[config.mk]
export PLATFORM = sky130hd
export DESIGN_NAME = hazard_ctrl
export DESIGN_NICKNAME = d
export VERILOG_FILES = /design/src/rtl/hazard_ctrl.sv
export SDC_FILE = /design/constraint.sdc
export NUM_CORES = 1
export LEC_CHECK = 0
export CORE_MARGIN = 2
export CORE_UTILIZATION = 30
export CTS_BUF_LIST = sky130_fd_sc_hd__clkbuf_8
export DETAILED_ROUTE_END_ITERATION = 8
export PLACE_DENSITY = 0.54
export SETUP_SLACK_MARGIN = 0.2
export SYNTH_ARGS = -nofsm -noshare
export SYNTH_HDL_FRONTEND = slang
export SYNTH_SLANG_ARGS = --single-unit
[constraint.sdc]
create_clock -name clk -period 4.15 [get_ports clk]
set_input_delay 0.83 -clock clk [delete_from_list [all_inputs] [get_ports clk]]
set_output_delay 0.83 -clock clk [all_outputs]
set_load 0.02 [all_outputs]
[src/rtl/hazard_ctrl.sv]
// Pipeline hazard controller for the 5-stage RV32I core.
// Generates stage stall/flush controls and forwarding selects. Tracks data-memory
// wait and halt-drain state, and counts the cycles spent with fetch stalled.
//
// Handshake note: dmem_req (memtoregM | memwriteM) is the request and dmem_ready the
// completion. An access finishes in the cycle in which both are high. Until then the
// pipeline up to M is frozen and W receives a bubble, so no writeback is repeated.
module hazard_ctrl #(
  parameter int CNT_W       = 32,
  parameter int MEM_TIMEOUT = 255
) (
  input  logic             clk,
  input  logic             rst_n,
  input  logic [4:0]       rsD,
  input  logic [4:0]       rtD,
  input  logic [4:0]       rsE,
  input  logic [4:0]       rtE,
  input  logic [4:0]       writeregE,
  input  logic [4:0]       writeregM,
  input  logic [4:0]       writeregW,
  input  logic             regwriteE,
  input  logic             regwriteM,
  input  logic             regwriteW,
  input  logic             memtoregE,
  input  logic             memtoregM,
  input  logic             memwriteM,
  input  logic             branchD,
  input  logic             pcsrcD,
  input  logic             haltD,
  input  logic             haltW,
  input  logic             dmem_ready,
  output logic             stallF,
  output logic             stallD,
  output logic             stallE,
  output logic             stallM,
  output logic             stallW,
  output logic             flushD,
  output logic             flushE,
  output logic             flushM,
  output logic             flushW,
  output logic [1:0]       forwardAE,
  output logic [1:0]       forwardBE,
  output logic             forwardAD,
  output logic             forwardBD,
  output logic             halted,
  output logic             mem_err,
  output logic [CNT_W-1:0] stall_cnt
);

  typedef enum logic [1:0] {RUN, MEM_WAIT, DRAIN, HALTED} state_t;

  localparam int WC_W = $clog2(MEM_TIMEOUT + 1);
  localparam logic [WC_W-1:0] TIMEOUT = WC_W'(MEM_TIMEOUT);

  state_t          state, state_n;
  logic            ret_drain, ret_drain_n;   // state to resume after a memory wait
  logic [WC_W-1:0] wait_cnt, wait_cnt_n;
  logic            mem_err_n;
  logic            dmem_req, memstall, lwstall, brstall, drain_mode;

  // A register match never counts x0, which is hardwired to zero.
  function automatic logic match(input logic [4:0] x, input logic [4:0] r);
    return (r != 5'd0) && (x == r);
  endfunction

  // Hazard detection terms.
  always_comb begin
    dmem_req = memtoregM | memwriteM;
    memstall = dmem_req & ~dmem_ready;
    lwstall  = memtoregE & regwriteE & (match(rsD, writeregE) | match(rtD, writeregE));
    brstall  = branchD & ((regwriteE & (match(rsD, writeregE) | match(rtD, writeregE)))
                        | (memtoregM & (match(rsD, writeregM) | match(rtD, writeregM))));
  end

  // Forwarding selects; the younger result in M wins over W.
  always_comb begin
    forwardAE = 2'b00;
    forwardBE = 2'b00;
    if (regwriteM && match(rsE, writeregM))      forwardAE = 2'b10;
    else if (regwriteW && match(rsE, writeregW)) forwardAE = 2'b01;
    if (regwriteM && match(rtE, writeregM))      forwardBE = 2'b10;
    else if (regwriteW && match(rtE, writeregW)) forwardBE = 2'b01;
    forwardAD = regwriteM & match(rsD, writeregM);
    forwardBD = regwriteM & match(rtD, writeregM);
  end

  // Stall/flush outputs by priority; a memory wait that resumes DRAIN keeps draining.
  always_comb begin
    stallF = 1'b0; stallD = 1'b0; stallE = 1'b0; stallM = 1'b0; stallW = 1'b0;
    flushD = 1'b0; flushE = 1'b0; flushM = 1'b0; flushW = 1'b0;
    drain_mode = (state == DRAIN) || ((state == MEM_WAIT) && ret_drain);
    halted     = (state == HALTED);
    if (state == HALTED) begin
      stallF = 1'b1; stallD = 1'b1; stallE = 1'b1; stallM = 1'b1; stallW = 1'b1;
    end else if (memstall) begin
      stallF = 1'b1; stallD = 1'b1; stallE = 1'b1; stallM = 1'b1;
      flushW = 1'b1;
    end else if (lwstall || brstall) begin
      stallF = 1'b1; stallD = 1'b1;
      flushE = 1'b1;
    end else begin
      if (pcsrcD) flushD = 1'b1;
      if (drain_mode) begin
        stallF = 1'b1;
        flushD = 1'b1;
      end
    end
  end

  // Next-state logic for the wait/halt FSM and its timeout tracking.
  always_comb begin
    state_n     = state;
    ret_drain_n = ret_drain;
    wait_cnt_n  = wait_cnt;
    mem_err_n   = mem_err;
    unique case (state)
      RUN: begin
        if (memstall) begin
          state_n     = MEM_WAIT;
          ret_drain_n = 1'b0;
        end else if (haltD && !lwstall && !brstall) begin
          state_n = DRAIN;
        end
      end
      MEM_WAIT: begin
        if (dmem_ready) begin
          state_n    = ret_drain ? DRAIN : RUN;
          wait_cnt_n = '0;
        end else begin
          if (wait_cnt != TIMEOUT) wait_cnt_n = wait_cnt + 1'b1;
          if (wait_cnt_n == TIMEOUT) mem_err_n = 1'b1;
        end
      end
      DRAIN: begin
        if (haltW) begin
          state_n = HALTED;
        end else if (memstall) begin
          state_n     = MEM_WAIT;
          ret_drain_n = 1'b1;
        end
      end
      HALTED: state_n = HALTED;
      default: state_n = RUN;
    endcase
  end

  // State, timeout and error registers.
  always_ff @(posedge clk or negedge rst_n) begin
    if (!rst_n) begin
      state     <= RUN;
      ret_drain <= 1'b0;
      wait_cnt  <= '0;
      mem_err   <= 1'b0;
    end else begin
      state     <= state_n;
      ret_drain <= ret_drain_n;
      wait_cnt  <= wait_cnt_n;
      mem_err   <= mem_err_n;
    end
  end

  // Stall performance counter; frozen once halted, wraps naturally.
  always_ff @(posedge clk or negedge rst_n) begin
    if (!rst_n)                         stall_cnt <= '0;
    else if (stallF && state != HALTED) stall_cnt <= stall_cnt + CNT_W'(1);
  end

endmodule

Yosys cells after proc, flatten, opt, wreduce, memory -nomap -nowiden
Index checks and enable logic that the tools add are counted.
{"block": "totals", "regBits": 44, "in_bits": 48, "out_inout_bits": 49}
{"block": "classes", "n_addsub": 2, "eq_ne": 20, "muxes": 37, "bitwise": 13, "reduce_logical": 28}
{"operator": "$eq 5x5->1", "n": 8}
{"operator": "$add 32x1->32 const B", "n": 1}
{"operator": "$mux 8", "n": 4}
{"operator": "$mux 1", "n": 23}
{"operator": "$logic_and 1x1->1", "n": 16}
{"operator": "$mux 2", "n": 8}
{"operator": "$reduce_bool 5->1", "n": 3}
{"operator": "$ne 2x2->1 const B", "n": 5}
{"operator": "$add 8x1->8 const B", "n": 1}
{"operator": "$and 1x1->1", "n": 8}
{"operator": "$eq 8x8->1 const B", "n": 1}
{"operator": "$ne 8x8->1 const B", "n": 1}
{"operator": "$pmux 2 s4", "n": 1}
{"operator": "$ne 3x3->1 const B", "n": 2}
{"operator": "$reduce_and 3->1", "n": 2}
{"operator": "$eq 2x2->1 const B", "n": 2}
{"operator": "$or 1x1->1", "n": 4}
{"operator": "$reduce_and 4->1", "n": 1}
{"operator": "$eq 2x1->1 const B", "n": 1}
{"operator": "$logic_not 1->1", "n": 2}
{"operator": "$logic_not 2->1", "n": 1}
{"operator": "$logic_or 1x1->1", "n": 2}
{"operator": "$pmux 1 s2", "n": 1}
{"operator": "$reduce_bool 2->1", "n": 1}
{"operator": "$not 1->1", "n": 1}

Depth between registers and ports, before layout
Gate-level depths: netlist of run 1.
{"block": "depth", "word_depth": 11, "mapped_depth": 9, "ltp_nobuf": 8}

Worst setup path after synthesis of run 1
Ideal clock, no wire load.
{"block": "synth_path", "path_type": "input to output", "start": "in writeregE[1]", "end": "out stallF", "arrival_ns": 2.440, "t_required_ns": 3.320, "slack_ns": 0.880, "cell_stages": 6, "path_buffers": 0, "cell_sequence": "or4_1 -> o221ai_1 -> a21oi_1 -> nor2b_1 -> nand3_1 -> or2_2"}
{"block": "synth_via", "elab_chain_len": 10}
{"item": "from (decl)", "line_no": "18", "rtl": "input logic [4:0] writeregE,"}
{"item": "$eq 5x5->1 / $reduce_bool 5->1 (equally long branches)", "line_no": "63", "rtl": "return (r != 5'd0) && (x == r);"}
{"item": "$logic_and 1x1->1", "line_no": "63"}
{"item": "$or 1x1->1 *", "line_no": "70, 71"}
{"item": "$and 1x1->1", "line_no": "71", "rtl": "brstall = branchD & ((regwriteE & (match(rsD, writeregE) | match(rtD, writeregE)))"}
{"item": "$or 1x1->1", "line_no": "72", "rtl": "| (memtoregM & (match(rsD, writeregM) | match(rtD, writeregM))));"}
{"item": "$and 1x1->1", "line_no": "71"}
{"item": "$logic_or 1x1->1 *", "line_no": "98", "rtl": "end else if (lwstall || brstall) begin"}
{"item": "$mux 1 *", "line_no": "98"}
{"item": "$mux 1 *", "line_no": "95", "rtl": "end else if (memstall) begin"}
{"item": "$mux 1 *", "line_no": "93", "rtl": "if (state == HALTED) begin"}
{"item": "to (decl)", "line_no": "32", "rtl": "output logic stallF,"}
Mark *: on every way between the ends. The rest lies on a longest branch, timed or not.

Worst setup path after layout of run 1
{"block": "layout_path", "start": "in writeregW[3]", "end": "out forwardAE[0]"}
{"block": "layout_via", "elab_chain_len": 5}
{"item": "from (decl)", "line_no": "20", "rtl": "input logic [4:0] writeregW,"}
{"item": "$eq 5x5->1 / $reduce_bool 5->1 (equally long branches)", "line_no": "63"}
{"item": "$logic_and 1x1->1 *", "line_no": "63"}
{"item": "$logic_and 1x1->1 *", "line_no": "80", "rtl": "else if (regwriteW && match(rsE, writeregW)) forwardAE = 2'b01;"}
{"item": "$mux 1 *", "line_no": "80"}
{"item": "$mux 2 *", "line_no": "79", "rtl": "if (regwriteM && match(rsE, writeregM)) forwardAE = 2'b10;"}
{"item": "to (decl)", "line_no": "41", "rtl": "output logic [1:0] forwardAE,"}
Marked as above.

==> flow_summary.yaml, run 1 <==
outcome:
  outcome: "complete, no violations"
synthesis:
  netlist_instances: 316
  ys_top_cells_by_area: "dfrtp_1 38%, xor2_1 16%, xnor2_1 5.7%"
  synth-edff-count: 0
  synth.ff_latch_count: 44
  ys_types: 43
  syn_nets: 366
  netlist.top_cell.by_area: "dfrtp_1"
  yosys.area.top_type_share: 0.378
  avgSynthCellArea_um2: 9.21
  syn_area_um2: 2910
  ys_async_sr_fraction: 1.00
  yosysSeqAreaShare: 0.378
  ys.warnings.count: 0
  ys.flop_type: "dfrtp_1"
route:
  viasPerCell: 4.81
  ant_nets: 0
  drt-initial-drc-count: 90
  dr.pass1.iters: 4
  drc_errors: 0
  vias: 2577
  routedWlPerCell_um: 13.7
  wirelength_um: 7330
min_path:
  hold_path_class: "reg2reg"
placement:
  port_buffers: 95
  dp_hpwl_um: 5680
  place.gp.congestion: 0.814
global_route:
  grt_antenna_before_repair: 0
  grt_pass1_vias: 2509
  grt_max_degree: 45
  grt.overflow.total: 0
  grt_util_all_layers: 0.146
  grt_first_pass_wirelength_um: 12300
floorplanning:
  die_w_um: 102
  start_util: 0.312
  die_h_um: 102
  coreArea_um2: 9330
  io_pins: 97
  num_rows: 35
  dieArea_um2: 10500
clock_tree:
  postCtsSetupRepairBufs: 0
  clk_pin_slew_ns: 0.08
  cts_sinks: 44
  cts_root_buf: "clkbuf_8"
  cts_buffer_depth: 2
  clk_latency_ns: 0.30
  cts_made_buffers: 5
  cts-htree-levels: 2
  cts_tree: "yes"
timing:
  worst_pin_slew_ns: 0.996
  skew_ns: 0.00670
  fin_setup_tns_ns: 0
  slew-limit-headroom: 0.331
  period_minus_slack_ns: 3.83
  fin_crit_sh: 0.922
  rsz0062_at_grt: "no"
  hold_viol_final: 0
  hold_slack_ns: 0.465
  setup_viol: 0
  fmax_mhz: 261
  maxSlewViolCount: 0
pwr:
  p_seq_frac: 0.448
  power_switching_w: 0.000411
  p_int_w: 0.000855
  clock_power_share: 0.260
  power_density_nw_per_um2: 311
  sw_frac_of_total: 0.325
  ir_drop_mv: 0.214
  power_frac_comb: 0.293
  total_power_w: 0.00127
  p_leak_nw: 1.67
layout:
  drive_gt1_frac: 0.0713
  nFillCells: 914
  nets: 456
  utilization: 0.436
  antenna_cells: 0
  syn_to_final_growth_pct: 39.7
setup_path:
  critPathCaptureType: "output port"
  worstPathMaxFanout: 3
  arrival_ns: 3.00
  crit_type: "in2out"
  worst_setup_path_start_kind: "primary input"
  crit_required_ns: 3.32
flow_run:
  drv_cap: 0
-- worst paths after layout --
path / end / slack [ns] / start / cells after the start
max reg2reg: mem_err / 1.63 / wait_cnt[0] / 7
max: forwardAE[0] / 0.32 / writeregW[3] / 6
min: stall_cnt[31] / 0.47 / stall_cnt[31] / 1
min reg2reg: stall_cnt[31] / 0.47 / stall_cnt[31] / 1
max in group asynchronous: ret_drain / 2.84 / rst_n / 1
min in group asynchronous: stall_cnt[29] / 0.70 / rst_n / 1
-- cells in the final DEF, fill, tap and decap left out, types with 3 or more instances in the layout --
| cell | Yosys | final |
|---|---|---|
| clkdlybuf4s50_1 | 0 | 90 |
| clkbuf_8 | 0 | 5 |
| xor2_1 | 53 | 53 |
| nor2_1 | 21 | 21 |
| a21oi_1 | 9 | 9 |
| buf_4 | 3 | 7 |
| or4_1 | 5 | 5 |
| nand3_1 | 20 | 20 |
| nor3b_1 | 4 | 4 |
| dfrtp_1 | 44 | 44 |
| dlygate4sd2_1 | 0 | 3 |
| nand2_1 | 27 | 27 |
| nor4b_2 | 6 | 6 |
| xnor2_1 | 19 | 19 |
| nor3_1 | 20 | 20 |
| nor4_1 | 11 | 11 |
| a31oi_1 | 4 | 4 |
| inv_1 | 8 | 9 |
| a21o_1 | 3 | 3 |
| o21ai_0 | 11 | 11 |
-- per-layer routing --
layer	part of all wire	up-vias	GRT usage
met1	0.48	1222	0.202
li1	-	1283	-
met2	0.46	66	0.234
met4	0.0098	0	0.0349
met3	0.047	6	0.0298
met5	0	-	0
-- critical path, cell delays in order --
cell and delay, ns:
clkdlybuf4s50_1 0.54, or4_1 0.13, o21ai_0 0.09, or4_1 0.52, nor4_1 0.22, clkdlybuf4s50_1 0.67
-- cell usage after synthesis, drive strengths merged (3+ instances only) --
cell type   n
a21oi       9
a21o        3
nor2       21
nand2      27
o21ai      11
a31oi       4
buf        10
nor4b       7
nor3       21
clkbuf      9
nor3b       4
xnor2      19
dfrtp      44
nor4       11
nand4       3
xor2       53
nand3      20
or4         5
inv         8
-- cell type report --
| class | count | area, µm² | share of cell area |
|---|---|---|---|
| Multi-Input combinational cell | 245 | 1670 | 0.410 |
| Sequential cell | 44 | 1100 | 0.271 |
| Timing Repair Buffer | 102 | 997 | 0.245 |
| Tap cell | 129 | 161 | 0.0397 |
| Clock buffer | 5 | 68.8 | 0.0169 |
| Clock inverter | 3 | 38.8 | 0.00954 |
| Inverter | 8 | 30.0 | 0.00738 |
-- per-stage QoR --
step           cell area (µm²)  setup slack [ns]  cells
2_1_floorplan             2910             0.880    316
3_3_place_gp              3950             0.113    528
3_5_place_dp              3950            0.0763    528
4_1_cts                   4060             0.257    536
5_1_grt                   4070             0.208    536
6_report                  4070             0.324    536
-- power groups by stage --
stage | logic (W) | clock network, W | registers (W)
after detailed placement | 0.000374 | 0 | 0.000575
after global placement | 0.000368 | 0 | 0.000574
after floorplan | 0.000177 | 0 | 0.000597
final | 0.000370 | 0.000329 | 0.000567
after CTS | 0.000374 | 0.000336 | 0.000567
after global routing | 0.000411 | 0.000357 | 0.000580
-- state kept, by name, indices dropped and copies added, names as in the netlist --
name,count
mem_err,1
ret_drain,1
stall_cnt,32
state,2
wait_cnt,8
-- cells by family after synthesis --
logic type,count (synthesis),share of synthesized area
multiplexers,3,0.0107
AND/OR/NAND/NOR,129,0.252
AO/OA/AOI/OAI,38,0.0817
buffers and inverters,27,0.0503
adder cells (fa/ha/maj),2,0.00860
flip-flops,44,0.378
XOR/XNOR,72,0.217
other,1,0.00129
-- repair_timing --
item / in CTS / in global routing
resized for setup: 3 / 2
cloned: 0 / 0
hold buffers: 0 / 0
setup endpoints to repair: 3 / 2
Note: power is estimated with default switching activity, not from simulation.
==> run 2: changes to the inputs <==
--- a/config.mk
+++ b/config.mk
@@ -9,8 +9,10 @@
 export CORE_UTILIZATION = 30
 export CTS_BUF_LIST = sky130_fd_sc_hd__clkbuf_8
 export DETAILED_ROUTE_END_ITERATION = 8
+export HOLD_SLACK_MARGIN = 0.1
 export PLACE_DENSITY = 0.54
 export SETUP_SLACK_MARGIN = 0.2
+export SKIP_CTS_REPAIR_TIMING = 1
 export SYNTH_ARGS = -nofsm -noshare
 export SYNTH_HDL_FRONTEND = slang
 export SYNTH_SLANG_ARGS = --single-unit
==> constraint.sdc (replaced) <==
create_clock -name clk -period 4.15 [get_ports clk]
set_input_delay 0.83 -clock clk [delete_from_list [all_inputs] [get_ports clk]]
set_output_delay 0.83 -clock clk [all_outputs]
set_load 0.01 [all_outputs]
==> flow_summary.yaml, run 2 (synthesized netlist as in run 1, its figures left out) <==
outcome:
  outcome: "complete, no violations"
placement:
  place_inst: 527
  dp_hpwl_um: 5610
  port_buffers: 95
  place.gp.congestion: 0.843
  placed_cell_area_um2: 3950
global_route:
  grt.overflow.total: 0
  grt_util_all_layers: 0.144
  grt_antenna_before_repair: 0
  grt_pass1_vias: 2496
  grt_max_degree: 45
  grt_first_pass_wirelength_um: 12100
setup_path:
  reg2reg_depth: 8
  cp_cell_sequence: "clkdlybuf4s50_1 -> buf_4 -> xor2_1 -> nor3_1 -> nand3_1 -> a21oi_1 -> nor2b_1 -> buf_4 -> nor2_1 -> clkdlybuf4s50_1"
  cpMaxStageDelayCell: "clkdlybuf4s50_1"
  crit_required_ns: 3.32
  arrival_ns: 2.98
  cp-startpoint: "writeregE[1]"
  r2r_slack_ns: 1.66
  critPathCaptureType: "output port"
  r2r-end: "mem_err"
  worstPathMaxFanout: 2
  crit_type: "in2out"
  critPathMaxStageDelay_ns: 0.55
  worst_setup_path_start_kind: "primary input"
  worstReg2RegStart: "wait_cnt[0]"
  cp-endpoint: "flushE"
route:
  drt-initial-drc-count: 62
  dr.pass1.iters: 4
  drc_errors: 0
  routedWlPerCell_um: 13.8
  viasPerCell: 4.76
  ant_nets: 0
  vias: 2544
  wirelength_um: 7360
clock_tree:
  clk_latency_ns: 0.30
  cts_tree: "yes"
  cts_made_buffers: 5
  cts_sinks: 44
  cts_root_buf: "clkbuf_8"
  clk_pin_slew_ns: 0.08
  cts_buffer_depth: 2
  cts-htree-levels: 2
layout:
  syn_to_final_growth_pct: 39.9
  regMostFlops: "stall_cnt"
  utilization: 0.437
  nets: 455
  final_cell_mix: "89 x clkdlybuf4s50_1, 53 x xor2_1, 44 x dfrtp_1, 27 x nand2_1, 21 x nor2_1"
  largest_reg_flops: 32
  final_common_cell: "clkdlybuf4s50_1"
  antenna_cells: 0
  top_regs: "stall_cnt: 32 flops, wait_cnt: 8 flops, state: 2 flops"
  drive_gt1_frac: 0.0690
  finalNonFillerCells: 535
  design_area_um2: 4070
pwr:
  p_leak_nw: 1.70
  power_density_nw_per_um2: 303
  ir_drop_mv: 0.167
floorplanning:
  start_util: 0.312
  die_w_um: 102
  dieArea_um2: 10500
  num_rows: 35
  coreArea_um2: 9330
  die_h_um: 102
  io_pins: 97
timing:
  worst_pin_slew_ns: 0.990
  fmax_mhz: 263
  fin_crit_sh: 0.917
  fin_setup_tns_ns: 0
  maxSlewViolCount: 0
  skew_ns: 0.0102
  hold_viol_final: 0
  setup_viol: 0
  slew-limit-headroom: 0.335
  period_minus_slack_ns: 3.81
  rsz0062_at_grt: "yes"
flow_run:
  drv_cap: 0
min_path:
  hold_path_class: "reg2reg"
[run 2: worst max-delay path, delay by kind of cell]
family	cells	cell delay [ns]
AND/OR/NAND/NOR	4	0.46
AO/OA/AOI/OAI	1	0.29
buffers and inverters	4	1.26
XOR/XNOR	1	0.13
[run 2: area by class of cell]
| class | instances | area [µm²] |
|---|---|---|
| Sequential cell | 44 | 1100 |
| Tap cell | 129 | 161 |
| Inverter | 8 | 30.0 |
| Multi-Input combinational cell | 245 | 1670 |
| Clock buffer | 5 | 68.8 |
| Clock inverter | 3 | 38.8 |
| Timing Repair Buffer | 101 | 1000 |
| Fill cell | 902 | 5260 |
[run 2: worst min-delay path by stage]
stage / cells past startpoint / slack [ns] / end / from
after floorplan: 2 / 0.49 / wait_cnt[5] / wait_cnt[5]
after global placement: 1 / 0.45 / mem_err / mem_err
after detailed placement: 1 / 0.46 / stall_cnt[31] / stall_cnt[31]
after CTS: 1 / 0.47 / stall_cnt[31] / stall_cnt[31]
after global routing: 1 / 0.49 / mem_err / mem_err
final: 1 / 0.47 / stall_cnt[31] / stall_cnt[31]
[run 2: per-stage QoR]
step | power [W] | worst slack [ns] | hold slack [ns]
CTS | 0.00125 | 0.117 | 0.474
floorplan | 0.000747 | 1.02 | 0.492
detailed placement | 0.000923 | 0.145 | 0.460
finish | 0.00123 | 0.344 | 0.465
global placement | 0.000914 | 0.168 | 0.446
global route | 0.00132 | 0.169 | 0.492
[run 2: where the power goes]
| group | leakage, nW | switching, W | internal, W | total, W |
|---|---|---|---|---|
| Combinational | 1.10 | 0.000155 | 0.000189 | 0.000344 |
| Sequential | 0.537 | 0.0000795 | 0.000488 | 0.000568 |
| Clock | 0.0593 | 0.000144 | 0.000176 | 0.000321 |
| Total | 1.70 | 0.000379 | 0.000854 | 0.00123 |
[run 2: per-layer routing]
layer | up-vias | GRT usage | routed length, µm
met2 | 63 | 0.218 | 3320
li1 | 1285 | - | -
met4 | 0 | 0.0451 | 82
met1 | 1187 | 0.206 | 3620
met3 | 9 | 0.0285 | 338
met5 | - | 0 | 0
==> run 3: changes to the inputs <==
--- a/config.mk
+++ b/config.mk
@@ -8,9 +8,11 @@
 export CORE_MARGIN = 2
 export CORE_UTILIZATION = 30
 export CTS_BUF_LIST = sky130_fd_sc_hd__clkbuf_8
+export CTS_CLUSTER_SIZE = 14
 export DETAILED_ROUTE_END_ITERATION = 8
+export DONT_BUFFER_PORTS = 1
 export HOLD_SLACK_MARGIN = 0.1
-export PLACE_DENSITY = 0.54
+export PLACE_DENSITY = 0.42
 export SETUP_SLACK_MARGIN = 0.2
 export SKIP_CTS_REPAIR_TIMING = 1
 export SYNTH_ARGS = -nofsm -noshare
==> flow_summary.yaml, run 3 (synthesized netlist as in run 1, its figures left out) <==
setup_path:
  reg2reg_depth: 7
  worstPathMaxFanout: 3
  worstReg2RegStart: "wait_cnt[0]"
  r2r_slack_ns: 1.60
  arrival_ns: 2.52
  cpMaxStageDelayCell: "or4_1"
  worst_setup_path_start_kind: "primary input"
  critPathMaxStageDelay_ns: 0.51
  critPathCaptureType: "output port"
  r2r-end: "mem_err"
  crit_required_ns: 3.32
  cp-startpoint: "writeregE[1]"
  crit_type: "in2out"
  cp_cell_sequence: "or4_1 -> o221ai_1 -> a21oi_1 -> nor2b_1 -> nand3_1 -> or2_2"
timing:
  hold_viol_final: 0
  skew_ns: 0.00895
  fin_ws_ns: 0.801
  fin_crit_sh: 0.807
  fin_setup_tns_ns: 0
  fmax_mhz: 299
  period_minus_slack_ns: 3.35
  rsz0062_at_grt: "no"
  setup_viol: 0
  worst_pin_slew_ns: 0.995
  maxSlewViolCount: 0
  slew-limit-headroom: 0.332
  hold_slack_ns: 0.214
global_route:
  grt_pass1_vias: 2268
  grt_util_all_layers: 0.134
  grt_antenna_before_repair: 0
  grt.overflow.total: 0
  grt_max_degree: 45
  grt_first_pass_wirelength_um: 11300
route:
  drt-initial-drc-count: 131
  routedWlPerCell_um: 15.5
  drc_errors: 0
  viasPerCell: 5.08
  ant_nets: 0
  wirelength_um: 6740
  dr.pass1.iters: 4
  vias: 2210
clock_tree:
  cts_root_buf: "clkbuf_8"
  cts_buffer_depth: 2
  cts_tree: "yes"
  cts-htree-levels: 2
  clk_latency_ns: 0.30
  cts_sinks: 44
  cts_made_buffers: 5
  clk_pin_slew_ns: 0.09
pwr:
  power_density_nw_per_um2: 349
  p_leak_nw: 1.25
  ir_drop_mv: 0.132
floorplanning:
  die_w_um: 102
  dieArea_um2: 10500
  die_h_um: 102
  num_rows: 35
  start_util: 0.312
  io_pins: 97
  coreArea_um2: 9330
layout:
  final_cell_mix: "53 x xor2_1, 44 x dfrtp_1, 27 x nand2_1, 21 x nor2_1"
  utilization: 0.328
  largest_reg_flops: 32
  drive_gt1_frac: 0.0719
  antenna_cells: 0
  syn_to_final_growth_pct: 5.16
  top_regs: "stall_cnt: 32 flops, wait_cnt: 8 flops, state: 2 flops"
  final_common_cell: "xor2_1"
  regMostFlops: "stall_cnt"
  nets: 355
  design_area_um2: 3060
outcome:
  outcome: "complete, no violations"
min_path:
  hold_path_class: "in2async"
placement:
  dp_hpwl_um: 5110
  placed_cell_area_um2: 2960
  place_ws_ns: 0.768
  place.gp.congestion: 0.835
  port_buffers: 0
flow_run:
  drv_cap: 0
[run 3: critical path: cells and delay by family]
kind | cells | cell delay [ns]
AND/OR/NAND/NOR | 4 | 1.39
AO/OA/AOI/OAI | 2 | 0.30
[run 3: worst max-delay path by stage]
stage	endpoint	slack, ns
after global placement	stallF	0.82
after CTS	stallF	0.77
after detailed placement	stallF	0.77
after global routing	stallF	0.67
final	stallF	0.80
after floorplan	stallF	1.02
[run 3: routing by layer]
layer	track usage	vias up	wire [µm]
met4	0.0431	0	93
met5	0	-	0
met2	0.226	82	3220
met3	0.0393	8	541
li1	-	1073	-
met1	0.166	1047	2890
[run 3: power breakdown]
part           switching [W]  internal [W]  leakage (nW)
sequential          0.000102      0.000488         0.537
clock               0.000158      0.000135        0.0434
combinational      0.0000921     0.0000938         0.670
[run 3: final cells by class]
| type | count | area, µm² |
|---|---|---|
| fillers | 971 | 6270 |
| multi-input cells | 245 | 1660 |
| flip-flops and latches | 44 | 1100 |
| well taps | 129 | 161 |
| clock buffers | 6 | 82.6 |
| inverters | 8 | 30.0 |
| clock inverters | 2 | 15.0 |
| repair buffers | 1 | 7.51 |
[run 3: stage by stage]
step	cells	power [W]
after floorplan	316	0.000747
final	435	0.00107
after detailed placement	427	0.000787
after global routing	435	0.00115
after global placement	427	0.000785
after CTS	435	0.00109
